## config.mk

```make
export PLATFORM = sky130hd
export DESIGN_NAME = ram_mport_flat
export DESIGN_NICKNAME = d
export VERILOG_FILES = /design/src/rtl/ram_mport_if.sv /design/src/rtl/ram_mport.sv /design/src/flat_wrapper.sv
export SDC_FILE = /design/constraint.sdc
export NUM_CORES = 1
export LEC_CHECK = 0
export CAP_MARGIN = 20
export CELL_PAD_IN_SITES_DETAIL_PLACEMENT = 0
export CELL_PAD_IN_SITES_GLOBAL_PLACEMENT = 1
export CORE_ASPECT_RATIO = 0.75
export CORE_MARGIN = 2
export CORE_UTILIZATION = 46
export DETAILED_ROUTE_END_ITERATION = 6
export GPL_ROUTABILITY_DRIVEN = 1
export PLACE_DENSITY_LB_ADDON = 0.1
export SYNTH_ARGS = -nofsm -noshare
export SYNTH_HDL_FRONTEND = slang
export SYNTH_SLANG_ARGS = --single-unit
```

## constraint.sdc

```tcl
create_clock -name clk -period 2.3 [get_ports clk]
set_clock_uncertainty 0.15 [all_clocks]
set_input_delay 0.46 -clock clk [delete_from_list [all_inputs] [get_ports clk]]
set_output_delay 0.46 -clock clk [all_outputs]
set_load 0.02 [all_outputs]
```

## src/rtl/ram_mport_if.sv

```systemverilog
// Bundle of the write port, NUM_RD read ports and the clear-engine status.
// Latency: wiring only, no state.
// Backpressure: none; the host watches init_busy before issuing requests.
interface ram_mport_if #(
   parameter int ADDR_WIDTH = 3,
   parameter int DATA_WIDTH = 8,
   parameter int NUM_RD     = 2
);
   localparam int STRB_W = DATA_WIDTH / 8;

   logic                           write_enable;
   logic [ADDR_WIDTH-1:0]          w_addr;
   logic [DATA_WIDTH-1:0]          w_data;
   logic [STRB_W-1:0]              w_strb;
   logic [NUM_RD-1:0]              r_en;
   logic [NUM_RD*ADDR_WIDTH-1:0]   r_addr;
   logic [NUM_RD*DATA_WIDTH-1:0]   r_data;
   logic [NUM_RD-1:0]              r_valid;
   logic                           init_busy;

   modport master (
      output write_enable, w_addr, w_data, w_strb, r_en, r_addr,
      input  r_data, r_valid, init_busy
   );

   modport slave (
      input  write_enable, w_addr, w_data, w_strb, r_en, r_addr,
      output r_data, r_valid, init_busy
   );
endinterface

```

## src/rtl/ram_mport.sv

```systemverilog
// Multi-port scratch RAM: one byte-strobed write port, NUM_RD registered read ports, zeroed after reset.
// Latency: 1 cycle write and read; clear takes DEPTH cycles after reset release.
// Backpressure: none; requests while init_busy=1 are dropped. RAM_BYPASS_EN selects write-first forwarding.
module ram_mport #(
   parameter int ADDR_WIDTH = 3,
   parameter int DATA_WIDTH = 8,   // multiple of 8
   parameter int NUM_RD     = 2    // 1..8
) (
   input logic        clk,
   input logic        rst_n,
   ram_mport_if.slave bus
);
   localparam int DEPTH  = 2 ** ADDR_WIDTH;
   localparam int STRB_W = DATA_WIDTH / 8;
   localparam int CW     = ADDR_WIDTH + 1;

   typedef enum logic {CLEAR, READY} state_t;

   state_t                       state_q, state_d;
   logic [CW-1:0]                cnt_q, cnt_d;
   logic                         clr_we;
   logic                         ready;
   logic                         wr_acc;
   logic [DATA_WIDTH-1:0]        mem [DEPTH];
   logic [DATA_WIDTH-1:0]        rd_d [NUM_RD];
   logic [NUM_RD*DATA_WIDTH-1:0] rd_q;
   logic [NUM_RD-1:0]            vld_q;

   assign ready         = (state_q == READY);
   assign wr_acc        = ready & bus.write_enable;
   assign bus.init_busy = (state_q == CLEAR);
   assign bus.r_data    = rd_q;
   assign bus.r_valid   = vld_q;

   // State and clear counter; reset always restarts the sweep from address 0
   always_ff @(posedge clk) begin
      if (!rst_n) begin
         state_q <= CLEAR;
         cnt_q   <= '0;
      end else begin
         state_q <= state_d;
         cnt_q   <= cnt_d;
      end
   end

   // Clear sweep: one zero word per cycle, leave CLEAR on the edge that writes DEPTH-1
   always_comb begin
      state_d = state_q;
      cnt_d   = cnt_q;
      clr_we  = 1'b0;
      if (state_q == CLEAR) begin
         clr_we = 1'b1;
         cnt_d  = cnt_q + CW'(1);
         if (cnt_q == CW'(DEPTH - 1)) begin
            state_d = READY;
         end
      end
   end

   // Storage: clear-engine writes take priority; host writes only land in READY
   always_ff @(posedge clk) begin
      if (rst_n) begin
         if (clr_we) begin
            mem[cnt_q[ADDR_WIDTH-1:0]] <= '0;
         end else if (wr_acc) begin
            for (int i = 0; i < STRB_W; i++) begin
               if (bus.w_strb[i]) begin
                  mem[bus.w_addr][8*i +: 8] <= bus.w_data[8*i +: 8];
               end
            end
         end
      end
   end

`ifdef RAM_BYPASS_EN
   logic [DATA_WIDTH-1:0] wmask;

   // Expand byte strobes to a bit mask for merging forwarded write data
   always_comb begin
      wmask = '0;
      for (int i = 0; i < STRB_W; i++) begin
         wmask[8*i +: 8] = {8{bus.w_strb[i]}};
      end
   end
`endif

   // Per-port read word; with forwarding, a same-address write is merged in byte-wise
   always_comb begin
      for (int p = 0; p < NUM_RD; p++) begin
         rd_d[p] = mem[bus.r_addr[p*ADDR_WIDTH +: ADDR_WIDTH]];
`ifdef RAM_BYPASS_EN
         if (wr_acc && (bus.w_addr == bus.r_addr[p*ADDR_WIDTH +: ADDR_WIDTH])) begin
            rd_d[p] = (rd_d[p] & ~wmask) | (bus.w_data & wmask);
         end
`endif
      end
   end

   // Read registers: load on accepted r_en, otherwise hold data and drop valid
   always_ff @(posedge clk) begin
      if (!rst_n) begin
         rd_q  <= '0;
         vld_q <= '0;
      end else begin
         for (int p = 0; p < NUM_RD; p++) begin
            vld_q[p] <= ready & bus.r_en[p];
            if (ready && bus.r_en[p]) begin
               rd_q[p*DATA_WIDTH +: DATA_WIDTH] <= rd_d[p];
            end
         end
      end
   end
endmodule

```

## src/flat_wrapper.sv

```systemverilog
// flat-port wrapper written by rule: the top's interface ports become plain ports
module ram_mport_flat 
#(
   parameter int ADDR_WIDTH = 3,
   parameter int DATA_WIDTH = 8,                   
   parameter int NUM_RD     = 2           
)
  (clk, rst_n, bus_write_enable, bus_w_addr, bus_w_data, bus_w_strb, bus_r_en, bus_r_addr, bus_r_data, bus_r_valid, bus_init_busy);
  ram_mport_if #(.ADDR_WIDTH(ADDR_WIDTH), .DATA_WIDTH(DATA_WIDTH), .NUM_RD(NUM_RD)) bus_i ();
  input logic clk;
  input logic rst_n;
  input wire logic [$bits(bus_i.write_enable)-1:0] bus_write_enable;
  input wire logic [$bits(bus_i.w_addr)-1:0] bus_w_addr;
  input wire logic [$bits(bus_i.w_data)-1:0] bus_w_data;
  input wire logic [$bits(bus_i.w_strb)-1:0] bus_w_strb;
  input wire logic [$bits(bus_i.r_en)-1:0] bus_r_en;
  input wire logic [$bits(bus_i.r_addr)-1:0] bus_r_addr;
  output wire logic [$bits(bus_i.r_data)-1:0] bus_r_data;
  output wire logic [$bits(bus_i.r_valid)-1:0] bus_r_valid;
  output wire logic [$bits(bus_i.init_busy)-1:0] bus_init_busy;
  assign bus_i.write_enable = bus_write_enable;
  assign bus_i.w_addr = bus_w_addr;
  assign bus_i.w_data = bus_w_data;
  assign bus_i.w_strb = bus_w_strb;
  assign bus_i.r_en = bus_r_en;
  assign bus_i.r_addr = bus_r_addr;
  assign bus_r_data = bus_i.r_data;
  assign bus_r_valid = bus_i.r_valid;
  assign bus_init_busy = bus_i.init_busy;
  ram_mport #(.ADDR_WIDTH(ADDR_WIDTH), .DATA_WIDTH(DATA_WIDTH), .NUM_RD(NUM_RD)) u_core (.clk(clk), .rst_n(rst_n), .bus(bus_i));
endmodule
```

==> metrics.md <==
| Metric | Value |
|---|---|
| Fill count | approximately 720 |
| Hold_sp | u_core.bus.r_data[11] |
| Yosys reg bits | slightly below 90 |
| Worst path top cell family by delay | buffers and inverters |
| Initial antenna violation count | 0 |
| Vias | around 2800 |
| Number of global-route vias before repair | between 2000 and 3000 |
| Synth unique cells | 30 |
| Initial DRT Pass Iterations | 4 |
| Final ANT Viol Nets | 0 |
| Total GRT Usage | roughly 22% |
| Yosys top cell by area | edfxtp_1 |
| Synth top area cells | edfxtp_1, mux2i_1, dfxtp_1 |
| Yosys top cell area share | roughly 47% |
| Pin count of the biggest net entering global routing | 33 |
| Post-synthesis mux area share | between 10% and 20% |
| Die W | 113 µm |
| Max Cap Violations | 0 |
| DR iter-0 viols | between 150 and 200 |
| Top cells by count, synth | mux2i_1, edfxtp_1, a22oi_1 |
| Total routed wirelength | ~10 mm |
| Hold path cells | 2 |
| Placed Area | 0.00467 mm² |
| Final period util | between 90% and 100% |
| Remaining Overflow, GRT | 0 |
| Cts repair resizes | 0 |
| Critical path arrival | around 1.5 ns |
| Worst path slowest cell | clkdlybuf4s50_1 |
| Total power | roughly 0.0038 W |
| Worst R2R Start | u_core.ready |
| Fmax achieved | roughly 480 MHz |
| Worst R2R Path Depth | 6 |
| Asr flop ratio synth | 0% |
| Worst-margin pin slew | 0.456 ns |
| Sequential share of the synthesized area | approximately three fifths |
| First-pass GRT wire length | between 15 and 20 mm |
| Nets | 399 |
| Routed vias/inst | 5.65 |
| Hold Vio Cnt, Final | 0 |
| Starting Density | 47.7% |
| Critical Path Start | u_core.ready |
| RD Place Congestion | ~0.8 |
| Max_slew headroom | 69.6% |
| CTS tree | done |
| Ant diodes | 0 |
| Die Area | ~0.0096 mm² |
| DR WL/cell | around 21 µm |
| Post-CTS setup buffers | 0 |
| CP Launch Type | flop |
| Worst-path cell chain | inv_1 > clkdlybuf4s50_1 |
| Leak Pwr | roughly 1.9 nW |
| H-Tree Depth | 3 |
| Simple-gate area share of the yosys netlist | 7.85% |
| Crit path max fanout | 9 |
| EDFF count, synth | 64 |
| GR met2 Demand/Resource | 31.8% |
| Largest family of logic cells by synthesized area | multiplexers |
| CTS Sinks | 87 |
| Setup TNS | 0 ns |
| Grt met3 use | 6.07% |
| IR drop worst, VDD | about 0.54 mV |
| Mapped Cells | 316 |
| Layer with the highest usage | met1 |
| Max Slew Vio Count | 0 |
| Clk Latency, worst-skew pair | about 0.34 ns |
| DP Wirelength | just over 7 mm |
| PwrDens | about 740 mW/mm² |
| Post-synthesis compound-gate area fraction | between 10% and 20% |
| Post-layout instance area | approximately 0.005 mm² |
| CTS root buf | clkbuf_16 |
| Post-Synth Adder-Cell Area | less than 1% |
| RSZ-0062 raised after global routing | false |
| Xor/xnor share of the synthesized area | 0.646% |
| Die height | 85.4 µm |
| Post-placement setup slack | -0.0364 ns |
| Row cnt | 29 |
| Status | finished, final reports clean |
| CTS max path bufs | 2 |
| Post-layout min period | approximately 2.1 ns |
| Final core area utilization | about three fifths |
| Ys flop type | edfxtp_1 |
| Remaining DRCs | 0 |
| Core ar. | between 0.008 and 0.009 mm² |
| CP peak stage delay | approximately 0.55 ns |
| PortBufs | ~40 |
| Yosys warns | 0 |
| I/O Pins | 42 |
| Final setup vio count | 0 |
| Area grow syn2layout | 24.0% |
| Worst EP required | between 1.5 and 2 ns |
| Mean Syn Cell Area | around 13 µm² |
| CTS buffer count | 9 |
| Setup CP Type | flop to primary output |
| Critical Path End Type | primary output |
| Cell with the most instances after synthesis | mux2i_1 |
| WP depth | 2 |
| Worst Path Buf+Inv | 2 |
| Hold buffers post-CTS | 0 |
| Combined area of all synthesized cells | roughly 0.0041 mm² |
| Syn Nets | 340 |
| Worst-path clk slew | roughly 0.06 ns |
| Setup WS post-layout | around 0.21 ns |
| Layout cells sized above 1 | 12.4% |
| Grt met1 use | 32.7% |
| Hold crit path type | flop to flop |
[flip-flops by register name, indices dropped and copies added, names as in the netlist]
signal,cells
u_core.bus.r_data,16
u_core.cnt_q,4
u_core.ready,1
u_core.bus.r_valid,2
u_core.mem,64
[worst reg2reg max path, stage by stage (launching register included)]
cell     delay [ns]
dfxtp_1        0.49
and4_1         0.23
buf_4          0.19
buf_12         0.13
a31oi_4        0.08
nor2_1         0.12
buf_4          0.18
[where the power goes]
group | switching (W) | internal (W)
Clock | 0.000623 | 0.00112
Combinational | 0.000146 | 0.000132
Sequential | 0.0000240 | 0.00171
Total | 0.000793 | 0.00296
[path summary, 6_finish.rpt]
| kind | end | slack [ns] |
|---|---|---|
| min reg2reg | u_core.bus.r_data[11] | 0.38 |
| min | u_core.bus.r_data[11] | 0.38 |
| max reg2reg | u_core.mem[6][3] | 0.44 |
| max | bus_init_busy | 0.21 |
[kinds of logic after synthesis]
group                    after synthesis
AND/OR/NAND/NOR                       64
XOR/XNOR                               3
flip-flops                            87
multiplexers                          65
adder cells (fa/ha/maj)                1
buffers and inverters                 25
AO/OA/AOI/OAI                         71
[layer usage]
metal,routed length (µm),share of wire (%)
met5,0,0
met4,167,1.6
met3,669,6.6
met2,4410,43
met1,4950,49
[cells in the final DEF (no fill, tap or decap), types with 2 or more instances in the layout]
cell and instances:
nor3b_1 2, clkdlybuf4s50_1 39, buf_2 2, inv_1 4, clkbuf_16 11, nand2_1 7
nor2b_1 5, nor2_1 28, buf_4 23, buf_12 5, mux2i_1 65, xnor2_1 3
dfxtp_1 23, o21ai_0 18, a21oi_1 16, a22oi_1 32, and3_1 2, a31oi_1 3
bufinv_16 2, and2_1 14, edfxtp_1 64
[through the flow]
| stage | cells | hold slack (ns) |
|---|---|---|
| 5_1_grt | 488 | 0.421 |
| 6_report | 488 | 0.376 |
| 3_5_place_dp | 472 | 0.363 |
| 4_1_cts | 488 | 0.381 |
| 3_3_place_gp | 472 | 0.358 |
| 2_1_floorplan | 316 | 0.367 |
[final cells by class]
cell class / count / area (µm²) / share of cell area (%)
clock buffer: 12 / 289 / 5.73
timing repair buffer: 69 / 673 / 13.4
inverter: 4 / 15.0 / 0.298
clock inverter: 4 / 80.1 / 1.59
multi-input combinational: 204 / 1470 / 29.1
tap: 108 / 135 / 2.68
sequential: 87 / 2380 / 47.3
Power figures use the tool's default switching activity.
